==> src/rtl/pe_mac_acc.sv <==
// ---------------------------------------------------------------------------
// pe_mac_acc
// Systolic-array processing element with a saturating multiply-accumulate
// and a drain register chain for reading results out of the array.
//
// Parameters
//   DATA_W  operand width
//   ACC_W   accumulator width, 2*DATA_W <= ACC_W <= 48
//   SIGNED  1 = two's complement operands/accumulator, 0 = unsigned
//
// Ports
//   clk          clock, rising edge
//   rst          synchronous active-high reset
//   in_valid     in_a/in_b valid this cycle
//   in_a, in_b   west / north operands
//   acc_clear    start a new tile (discard the accumulator)
//   drain_load   copy the accumulator into the drain register and restart
//   drain_shift  shift the drain chain by one PE (in_c -> out_c)
//   in_c         drain chain input from the upstream PE
//   out_valid    registered in_valid
//   out_a, out_b registered operands passed east / south
//   out_c        drain register passed to the downstream PE
//   ovf          sticky saturation flag for the current tile
// ---------------------------------------------------------------------------
module pe_mac_acc #(
  parameter int DATA_W = 8,
  parameter int ACC_W  = 24,
  parameter int SIGNED = 1
) (
  input  logic              clk,
  input  logic              rst,
  input  logic              in_valid,
  input  logic [DATA_W-1:0] in_a,
  input  logic [DATA_W-1:0] in_b,
  input  logic              acc_clear,
  input  logic              drain_load,
  input  logic              drain_shift,
  input  logic [ACC_W-1:0]  in_c,
  output logic              out_valid,
  output logic [DATA_W-1:0] out_a,
  output logic [DATA_W-1:0] out_b,
  output logic [ACC_W-1:0]  out_c,
  output logic              ovf
);

  localparam int PROD_W = 2 * DATA_W;
  localparam int SUM_W  = ACC_W + 1;
  localparam bit IS_SIGNED = (SIGNED != 0);

  logic [ACC_W-1:0]  acc;
  logic [PROD_W-1:0] a_ext;
  logic [PROD_W-1:0] b_ext;
  logic [PROD_W-1:0] prod;
  logic [SUM_W-1:0]  prod_ext;
  logic [SUM_W-1:0]  acc_base;
  logic [SUM_W-1:0]  sum;
  logic [ACC_W-1:0]  sat_val;
  logic              sat_flag;
  logic              start_new;

  // Saturate an ACC_W+1 bit sum to the ACC_W range. The extra bit is the
  // true sign (signed) or carry (unsigned), so overflow is detected from it.
  function automatic logic [ACC_W:0] sat(input logic [SUM_W-1:0] s);
    logic [ACC_W:0] r;
    r = {1'b0, s[ACC_W-1:0]};
    if (IS_SIGNED) begin
      if (s[ACC_W] != s[ACC_W-1]) begin
        r = s[ACC_W] ? {1'b1, 1'b1, {(ACC_W-1){1'b0}}}
                     : {1'b1, 1'b0, {(ACC_W-1){1'b1}}};
      end
    end else begin
      if (s[ACC_W]) begin
        r = {1'b1, {ACC_W{1'b1}}};
      end
    end
    return r;
  endfunction

  // Extending both operands to the product width before multiplying makes
  // the low PROD_W bits of a single multiplier correct for both signed and
  // unsigned operands.
  always_comb begin
    a_ext = IS_SIGNED ? {{DATA_W{in_a[DATA_W-1]}}, in_a} : {{DATA_W{1'b0}}, in_a};
    b_ext = IS_SIGNED ? {{DATA_W{in_b[DATA_W-1]}}, in_b} : {{DATA_W{1'b0}}, in_b};
    prod  = a_ext * b_ext;
    prod_ext = {{(SUM_W-PROD_W){IS_SIGNED & prod[PROD_W-1]}}, prod};
  end

  // Clear and drain both restart the tile, so the incoming product is added
  // to zero instead of the old accumulator; this keeps the pipeline bubble-free.
  always_comb begin
    start_new = acc_clear | drain_load;
    acc_base  = start_new ? '0 : {IS_SIGNED & acc[ACC_W-1], acc};
    sum       = acc_base + prod_ext;
    {sat_flag, sat_val} = sat(sum);
  end

  always_ff @(posedge clk) begin
    if (rst) begin
      out_valid <= 1'b0;
      out_a     <= '0;
      out_b     <= '0;
      out_c     <= '0;
      acc       <= '0;
      ovf       <= 1'b0;
    end else begin
      out_valid <= in_valid;
      if (in_valid) begin
        out_a <= in_a;
        out_b <= in_b;
      end

      // The drain register captures the pre-edge accumulator and has
      // priority over the chain shift.
      if (drain_load) begin
        out_c <= acc;
      end else if (drain_shift) begin
        out_c <= in_c;
      end

      if (start_new) begin
        acc <= in_valid ? sat_val : '0;
        ovf <= 1'b0;
      end else if (in_valid) begin
        acc <= sat_val;
        if (sat_flag) begin
          ovf <= 1'b1;
        end
      end
    end
  end

endmodule

==> config.mk <==
export PLATFORM = sky130hd
export DESIGN_NAME = pe_mac_acc
export DESIGN_NICKNAME = d
export VERILOG_FILES = /design/src/rtl/pe_mac_acc.sv
export SDC_FILE = /design/constraint.sdc
export NUM_CORES = 1
export LEC_CHECK = 0
export CORE_ASPECT_RATIO = 0.75
export CORE_MARGIN = 5
export CORE_UTILIZATION = 45
export CTS_BUF_LIST = sky130_fd_sc_hd__clkbuf_8
export CTS_CLUSTER_DIAMETER = 80
export DETAILED_ROUTE_END_ITERATION = 10
export DONT_BUFFER_PORTS = 1
export GPL_ROUTABILITY_DRIVEN = 0
export PLACE_DENSITY = 0.56
export SLEW_MARGIN = 20
export SYNTH_ARGS = -nofsm -noshare
export SYNTH_HDL_FRONTEND = slang
export SYNTH_SLANG_ARGS = --single-unit
==> constraint.sdc <==
create_clock -name clk -period 11.9 [get_ports clk]
set_input_delay 3.57 -clock clk [delete_from_list [all_inputs] [get_ports clk]]
set_output_delay 3.57 -clock clk [all_outputs]
set_load 0.03 [all_outputs]
## Word level (Yosys, flattened, before mapping)

Cells that the tools add are included.

| word-level totals | value |
|---|---|
| register bits | 66 |
| word-level logic and storage cells | 22 |

| operators by class | value |
|---|---|
| add/sub/neg operators | 1 |
| multipliers | 1 |
| equal/unequal tests | 1 |
| multiplexer cells | 8 |
| bitwise logic cells | 1 |
| reductions and logical operators | 4 |

Operators with widths:

| operator | count |
|---|---|
| $mux W24 | 6 |
| $mux W25 | 2 |
| $add A25 B25 Y25 | 1 |
| $mul A8 B8 Y16 | 1 |
| $reduce_bool A2 Y1 | 2 |
| $reduce_and A2 Y1 | 1 |
| $reduce_or A2 Y1 | 1 |
| $ne A1 B1 Y1 | 1 |
| $or A1 B1 Y1 | 1 |

## Logic depth before layout (Yosys ltp)

Gate-level depths: netlist of run 1.

| logic depth | value |
|---|---|
| word-level depth | 7 |
| depth in mapped cells | 31 |
| gate-level depth less buffers | 30 |

## Worst setup path before layout of run 1

No wires, ideal clock.

| path | value |
|---|---|
| path type | input to register |
| from | input in_a[7] |
| to | register acc[10] |
| setup time | 0.119 ns |
| arrival | 9.680 ns |
| required time | 11.781 ns |
| slack | 2.101 ns |
| cell stages on the path | 31 |
| buffers on the path | 2 |
| cells stage by stage | clkbuf_1 -> and2_1 -> fa_1 -> inv_1 -> fa_1 -> inv_1 -> fa_1 -> inv_1 -> fa_1 -> inv_1 -> ha_1 -> a21oi_1 -> o21bai_1 -> a21oi_1 -> nor2b_1 -> o21a_1 -> o21ai_0 -> nand2b_1 -> a21oi_1 -> xnor2_1 -> ha_1 -> a21o_1 -> a21oi_1 -> o21ai_0 -> o21ai_0 -> nor2_1 -> a221o_2 -> o211ai_4 -> buf_4 -> o21ai_0 -> o221a_1 |

| between the ends | value |
|---|---|
| cells in the longest elaborated chain, start to end | 6 |
| elaborated cells between the ends (all ways) | 8 |

RTL lines:

| what | RTL line | text |
|---|---|---|
| start, declared | 33 | `input logic [DATA_W-1:0] in_a,` |
| $mul A8 B8 Y16 * | 85 | `prod = a_ext * b_ext;` |
| $add A25 B25 Y25 * | 94 | `sum = acc_base + prod_ext;` |
| $mux W24 / $ne A1 B1 Y1 (equally long branches) | 68, 67 |  |
| $mux W25 * | 67 | `if (s[ACC_W] != s[ACC_W-1]) begin` |
| $mux W24 (on tied branches) | 124, 122 |  |
| $mux W24 * | 121 | `if (start_new) begin` |
| end signal, assigned | 122 | `acc <= in_valid ? sat_val : '0;` |
| end signal, assigned | 125 | `acc <= sat_val;` |
| end, declared | 50 | `logic [ACC_W-1:0] acc;` |

Every way passes the cells marked *; elsewhere a longest branch is shown, timed or not. The select of a mux whose other input is x is not followed.
A chain may end at the register's enable or synchronous reset.

## Worst setup path after layout of run 1

| path | value |
|---|---|
| from | input in_a[3] |
| to | register acc[6] |

The elaborated chain is that of the path after synthesis.

==> results of run 1 <==
==> worst register-to-register path: stages, from the launching register on <==
cell	delay [ns]
dfxtp_1	0.31
and2_1	0.15
ha_1	0.21
fa_1	0.42
a21oi_1	0.21
o22ai_1	0.15
o41ai_2	0.41
a211oi_1	0.19
o21ai_0	0.39
nor2_1	0.07
a221o_2	0.43
o211ai_4	0.78
buf_4	0.32
o21ai_0	0.12
o221a_1	0.22
==> metrics by stage <==
| stage | worst slack [ns] | hold WS (ns) | util, % |
|---|---|---|---|
| detailed placement | 1.12 | 0.470 | 46.3 |
| global route | 0.995 | 0.529 | 47.8 |
| finish | 1.48 | 0.481 | 47.8 |
| CTS | 1.48 | 0.492 | 47.8 |
| floorplan | 2.10 | 0.446 | - |
| global placement | 1.32 | 0.471 | 46.3 |
==> registers in the layout (all words and copies together) (netlist names) <==
register   count
out_valid      1
out_a          8
ovf            1
out_c         24
out_b          8
acc           24
==> cell usage in the layout (no fill, tap or decap), types with 2 or more instances in the layout <==
cell type	n
a211oi_1	2
a211oi_2	2
a21o_1	10
a21oi_1	51
a21oi_2	21
a32oi_1	2
and2_1	70
and3_1	3
buf_4	4
bufinv_16	2
clkbuf_8	9
clkinvlp_4	3
dfxtp_1	66
fa_1	56
ha_1	52
inv_1	100
mux2i_1	45
nand2_1	34
nand2b_1	7
nand3_1	2
nor2_1	87
nor2b_1	11
nor3_1	6
nor3_2	2
nor4_1	2
o211ai_1	2
o21ai_0	34
o21bai_1	3
o221a_1	23
xnor2_1	23
xnor2_4	2
xor2_1	11
==> logic make-up (layout without fill, tap and decap cells) <==
family          Yosys count  in the layout
fa+ha+maj               110            110
mux                      46             46
buf+inv                 131            120
xor+xnor                 40             40
flops                    66             66
compound gates          166            166
simple gates            227            227
==> final cells by class <==
type                    instances  area (um2)
multi-input cells             589        5020
clock buffers                   9         124
well taps                     205         256
clock inverters                 7        95.1
repair buffers                  4        30.0
flip-flops and latches         66        1320
inverters                     100         375
fillers                      1526        7900
==> metal layers <==
metal	share of wire [%]	vias to the layer above	routed length, um	track usage, %
met5	0	-	0	0
met4	1.9	0	292	5.70
met3	3.8	18	575	3.20
met2	48	93	7230	30.5
met1	47	2541	7050	22.9
li1	-	2584	-	-
==> path summary, 6_finish.rpt <==
path / startpoint / end / slack, ns
hold reg to reg: acc[16]$_SDFFE_PP0P_ / out_c[16]$_SDFFE_PP0P_ / 0.48
setup / recovery: in_a[3] / acc[6]$_SDFFE_PP0P_ / 1.48
setup reg to reg: acc[0]$_SDFFE_PP0P_ / acc[6]$_SDFFE_PP0P_ / 7.41
hold / removal: acc[16]$_SDFFE_PP0P_ / out_c[16]$_SDFFE_PP0P_ / 0.48
==> reports/results.env, run 1 <==
OUTCOME='finished clean'
MAXCAPVIOLATIONS=0
POST_DRT_VIA_CELL_RATIO=5.34
STARTING_UTILIZATION_OF_THE_CORE_AREA_PCT=45.5
START_KIND='input port'
LARGEST_AREA_CONTRIBUTOR_IN_THE_SYNTHESIZED_NETLIST='dfxtp_1'
YOSYSTOPAREACELLSHARE_PCT=19.2
DIE-WIDTH_UM=153
GLOBAL_ROUTE_WIRE_LENGTH_BEFORE_REPAIR_UM=26000
TIMING_HOLD_VIOLATIONS_FINAL=0
POST-ROUTE-MIN-PERIOD_NS=10.42
CLKLATENCYLATEPIN_NS=0.36
DRIVE_ABOVE_1_SHARE_PCT=8.00
CLOCK_TREE.HTREE_LEVEL_COUNT=3
PORT_BUFFERS=0
DR.FIRST_ITER.DRC_COUNT=258
VIA_COUNT=5236
CTS_MAX_PATH_BUFS=2
SLOWEST_DELAY_NS=0.78
FP.COREAREA_MM2=0.0151
FINAL_NET_COUNT=924
YOSYS-TOP-CELLS-COUNT='99 x inv_1, 87 x nor2_1, 70 x and2_1'
GRT_USE_TOTAL_PCT=17.7
FP.DIEAREA_MM2=0.0179
SEQ_AREA_FRAC_SYNTH_PCT=19.2
CP_DATA_ARRIVAL_TIME_NS=10.67
DETAILEDROUTE.FIRSTPASSITERATIONCOUNT=5
COMBINATIONAL_FAMILY_WITH_THE_MOST_AREA_AFTER_SYNTHESIS='adder cells'
WORSTPATHREQUIRED_NS=12.15
HOLD_PATH.CLASS='reg -> reg'
SYNTH_CELL_TYPES=60
GRT_ANTENNA_BEFORE_REPAIR=0
CTS-BUFFERS-INSERTED=9
CP_SLOWEST_CELL='o211ai_4'
SYNTH_COMPOUND_GATE_AREA_SHARE_PCT=17.8
CRITPATHMAXFANOUT=33
CP_TOP_FAMILY='compound AO/OA/AOI/OAI gates'
DIODES=0
FIN_SETUP_TNS_NS=0
SYNTH-WARNING-COUNT=0
SYNTH_FP_NETS=940
ROUTE.FINAL.WIRE_LENGTH_UM=15200
PLACE_INST=964
YOSYSMOSTFREQUENTCELL='inv_1'
SYNTH_SEQ_CELLS=66
DETAIL-ROUTE-ANTENNA-NETS=0
RSZ0062_AT_GRT='false'
CRITICAL_PATH.ENDPOINT_TYPE='register'
CLKTRANSATPATHREGS_NS=0.09
ROW_COUNT=39
TIMING.CRITICAL_PATH.DEPTH=30
SYNTHESIZED_AREA_PER_CELL_UM2=8.75
MIN_PERIOD_OVER_PERIOD_PCT=87.6
FIRST_GLOBAL_VIAS=5368
YOSYS.AREA_SHARE.XOR_XNOR_PCT=6.27
DETAILED_PLACE.AREA_MM2=0.00701
WORST_SLEW_PIN_SLEW_NS=0.935
AVERAGE_ROUTED_WIRE_PER_STANDARD_CELL_UM=15.5
IO-PIN-COUNT=88
CTS_HOLD_BUFFERS=0
LAYOUT.CELL_AREA.NON_FILLER_MM2=0.00723
SKEW_NS=0.0145
SYNTHARSTFLOPSHARE_PCT=0
CTS_NUM_SINKS=66
REPORT.FINAL.SETUP_VIOL=0
FMAX_GHz=0.0959
GLOBALROUTEOVERFLOWTOTAL=0
POST_SYNTH_INST_COUNT=786
CTS_RESIZES=0
POST_CTS_BUFFERS=0
FINAL_MAX_TRAN_VIOLS=0
SYNTH.TOP_CELLS.BY_AREA='dfxtp_1 19%, fa_1 16%, ha_1 9.5%'
SLEW-LIMIT-HEADROOM_PCT=37.4
SYNTH_EDF_COUNT=0
DRCVIOLATIONCOUNT=0
SYNTH_AREA_MM2=0.00688
SYNTHADDERAREAFRAC_PCT=26.1
DETAILEDPLACEMENTHPWL_UM=11700
DIE_HEIGHT_UM=117
SYNTH_SIMPLE_GATE_AREA_SHARE_PCT=16.2
AREA_GROWTH_SYN_TO_LAYOUT_PCT=5.04
SYNTH_MUX_AREA_SHARE_PCT=6.71
CTS_ROOT_BUFFER='clkbuf_8'
NON_FILLER_INSTANCES=980
CTS_TREE='done'
GRT_MAX_DEGREE=66
DOMINANTREGCELLSYNTH='dfxtp_1'
FF2FF_PATH_DEPTH=14
CP_NUM_BUF_INV=5
CRITICAL_PATH_CLASS='in -> reg'
TIMING.HOLD.WORST_PATH_DEPTH=2
Power of run 1 is not shown: default switching activity piles up to over one toggle a cycle in this logic, so the estimate is an artifact.
==> inputs of run 2 (changes only) <==
GPL_ROUTABILITY_DRIVEN = not set   (was 0)
==> reports/results.env, run 2 (synthesized netlist as in run 1, its figures left out) <==
CLKTRANSATPATHREGS_NS=0.07  # was 0.09 ns
DETAILEDROUTE.FIRSTPASSITERATIONCOUNT=4  # was 5
CP_DATA_ARRIVAL_TIME_NS=10.38  # was 10.67 ns
MAXCAPVIOLATIONS=0  # unchanged
IO-PIN-COUNT=88  # unchanged
REPORT.FINAL.SETUP_VIOL=0  # unchanged
PLACE_CONGESTION=0.845
START_KIND='input port'  # unchanged
AVERAGE_ROUTED_WIRE_PER_STANDARD_CELL_UM=15.2  # was 15.5 um
GRT_USE_TOTAL_PCT=17.3  # was 17.7%
CLKLATENCYLATEPIN_NS=0.38  # was 0.36 ns
STARTING_UTILIZATION_OF_THE_CORE_AREA_PCT=45.5  # unchanged
HOLD_PATH.CLASS='reg -> reg'  # unchanged
WORSTHOLDSTART='acc[20]$_SDFFE_PP0P_'  # was acc[16]$_SDFFE_PP0P_
DETAILED_PLACE.AREA_MM2=0.00700  # was 0.00701 mm2
GLOBALROUTEOVERFLOWTOTAL=0  # unchanged
MIN_PERIOD_OVER_PERIOD_PCT=85.1  # was 87.6%
CTS_RESIZES=0  # unchanged
AREA_GROWTH_SYN_TO_LAYOUT_PCT=5.06  # was 5.04%
DR.FIRST_ITER.DRC_COUNT=212  # was 258
ROUTE.FINAL.WIRE_LENGTH_UM=14900  # was 15200 um
CTS_NUM_SINKS=66  # unchanged
CTS_ROOT_BUFFER='clkbuf_8'  # unchanged
CTS_MAX_PATH_BUFS=2  # unchanged
DRIVE_ABOVE_1_SHARE_PCT=8.01  # was 8.00%
COMMONEST_CELLS_AFTER_ROUTING_FILL_AND_TAPS_ASIDE='99 x inv_1, 87 x nor2_1, 70 x and2_1'  # was 100 x inv_1, 87 x nor2_1, 70 x and2_1
CLOCK_TREE.HTREE_LEVEL_COUNT=3  # unchanged
VIA_COUNT=5211  # was 5236
CRITPATHMAXFANOUT=46  # was 33
SKEW_NS=0.0244  # was 0.0145 ns
WORSTPATHREQUIRED_NS=12.15  # about the same
FINAL_MAX_TRAN_VIOLS=0  # unchanged
SLOWEST_DELAY_NS=0.53  # was 0.78 ns
DIE_HEIGHT_UM=117  # unchanged
FP.COREAREA_MM2=0.0151  # unchanged
DIODES=0  # unchanged
MOST_COMMON_CELL_AFTER_LAYOUT_FILL_AND_TAPS_ASIDE='inv_1'  # unchanged
LAYOUT.CELL_AREA.NON_FILLER_MM2=0.00723  # about the same
LARGEST_REGISTERS='acc (24), out_c (24)'  # unchanged
CRITICAL_PATH.ENDPOINT_TYPE='register'  # unchanged
FIN_SETUP_TNS_NS=0  # unchanged
R2R-START='acc[0]$_SDFFE_PP0P_'  # unchanged
GRT_ANTENNA_BEFORE_REPAIR=0  # unchanged
AREA_OF_ALL_SEQUENTIAL_STANDARD_CELLS_MM2=0.00132  # unchanged
FMAX_GHz=0.0987  # was 0.0959 GHz
TIMING_HOLD_VIOLATIONS_FINAL=0  # unchanged
DETAIL-ROUTE-ANTENNA-NETS=0  # unchanged
DIE-WIDTH_UM=153  # unchanged
DETAILEDPLACEMENTHPWL_UM=11600  # was 11700 um
POST-ROUTE-MIN-PERIOD_NS=10.13  # was 10.42 ns
WORST_SLEW_PIN_SLEW_NS=0.714  # was 0.935 ns
START_POINT_OF_THE_CRITICAL_PATH='in_a[3]'  # unchanged
CTS_HOLD_BUFFERS=0  # unchanged
SLEW-LIMIT-HEADROOM_PCT=52.3  # was 37.4%
GLOBAL_ROUTE_WIRE_LENGTH_BEFORE_REPAIR_UM=25400  # was 26000 um
MULTI_INPUT_COMB_AREA_MM2=0.00502  # unchanged
FINAL_NET_COUNT=923  # was 924
CRITICAL_PATH_CLASS='in -> reg'  # unchanged
FILL_CELLS=1479  # was 1526
CTS-BUFFERS-INSERTED=9  # unchanged
ROW_COUNT=39  # unchanged
POST_DRT_VIA_CELL_RATIO=5.32  # was 5.34
CP_SLOWEST_CELL='fa_1'  # was o211ai_4
OUTCOME='finished clean'  # unchanged
POST_CTS_BUFFERS=0  # unchanged
DRCVIOLATIONCOUNT=0  # unchanged
CTS_TREE='done'  # unchanged
RSZ0062_AT_GRT='false'  # unchanged
FIRST_GLOBAL_VIAS=5198  # was 5368
FP.DIEAREA_MM2=0.0179  # unchanged
PORT_BUFFERS=0  # unchanged
GRT_MAX_DEGREE=66  # unchanged
==> run 2: cell types whose count changed in the layout (fill, tap and decap cells not counted), sizes merged <==
cell / delta
buf: -1
clkinv: +2
inv: -1
clkbuf: +1
clkinvlp: -2
==> run 2: final timing paths <==
path	endpoint	slack [ns]	depth (start not counted)
worst min-delay path	out_c[20]$_SDFFE_PP0P_	0.48	2
worst min register to register	out_c[20]$_SDFFE_PP0P_	0.48	2
worst max register to register	acc[21]$_SDFFE_PP0P_	7.74	14
worst max-delay path	acc[21]$_SDFFE_PP0P_	1.77	30
==> run 2: per-layer routing <==
layer / global-route usage, % / share of wire, %
met5: 0 / 0
met4: 4.87 / 1.4
met3: 3.38 / 3.9
met2: 29.0 / 47
met1: 23.0 / 47
==> run 2: through the flow <==
stage | instances | utilization, % | worst slack, ns | hold WS (ns)
after CTS | 979 | 47.8 | 1.80 | 0.487
after global routing | 979 | 47.8 | 1.27 | 0.530
after global placement | 963 | 46.3 | 1.47 | 0.471
after floorplan | 786 | - | 2.10 | 0.446
final | 979 | 47.8 | 1.77 | 0.482
after detailed placement | 963 | 46.3 | 1.45 | 0.472
==> run 2: worst max-delay path, delay by kind of cell <==
kind	cells	cell delay (ns)
AOI/OAI and AO/OA	14	2.91
adders and majority gates	6	2.69
buffers and inverters	5	0.67
and+or+nand+nor	4	0.39
xor gates and xnor gates	1	0.15
==> run 2: area by class of cell <==
type	instances	area share [%]
sequential	66	18.3
inverter	100	5.19
timing repair buffer	3	0.312
tap	205	3.55
clock buffer	10	1.90
clock inverter	6	1.25
multi-input combinational	589	69.5
Power of run 2 is left out for the same reason.
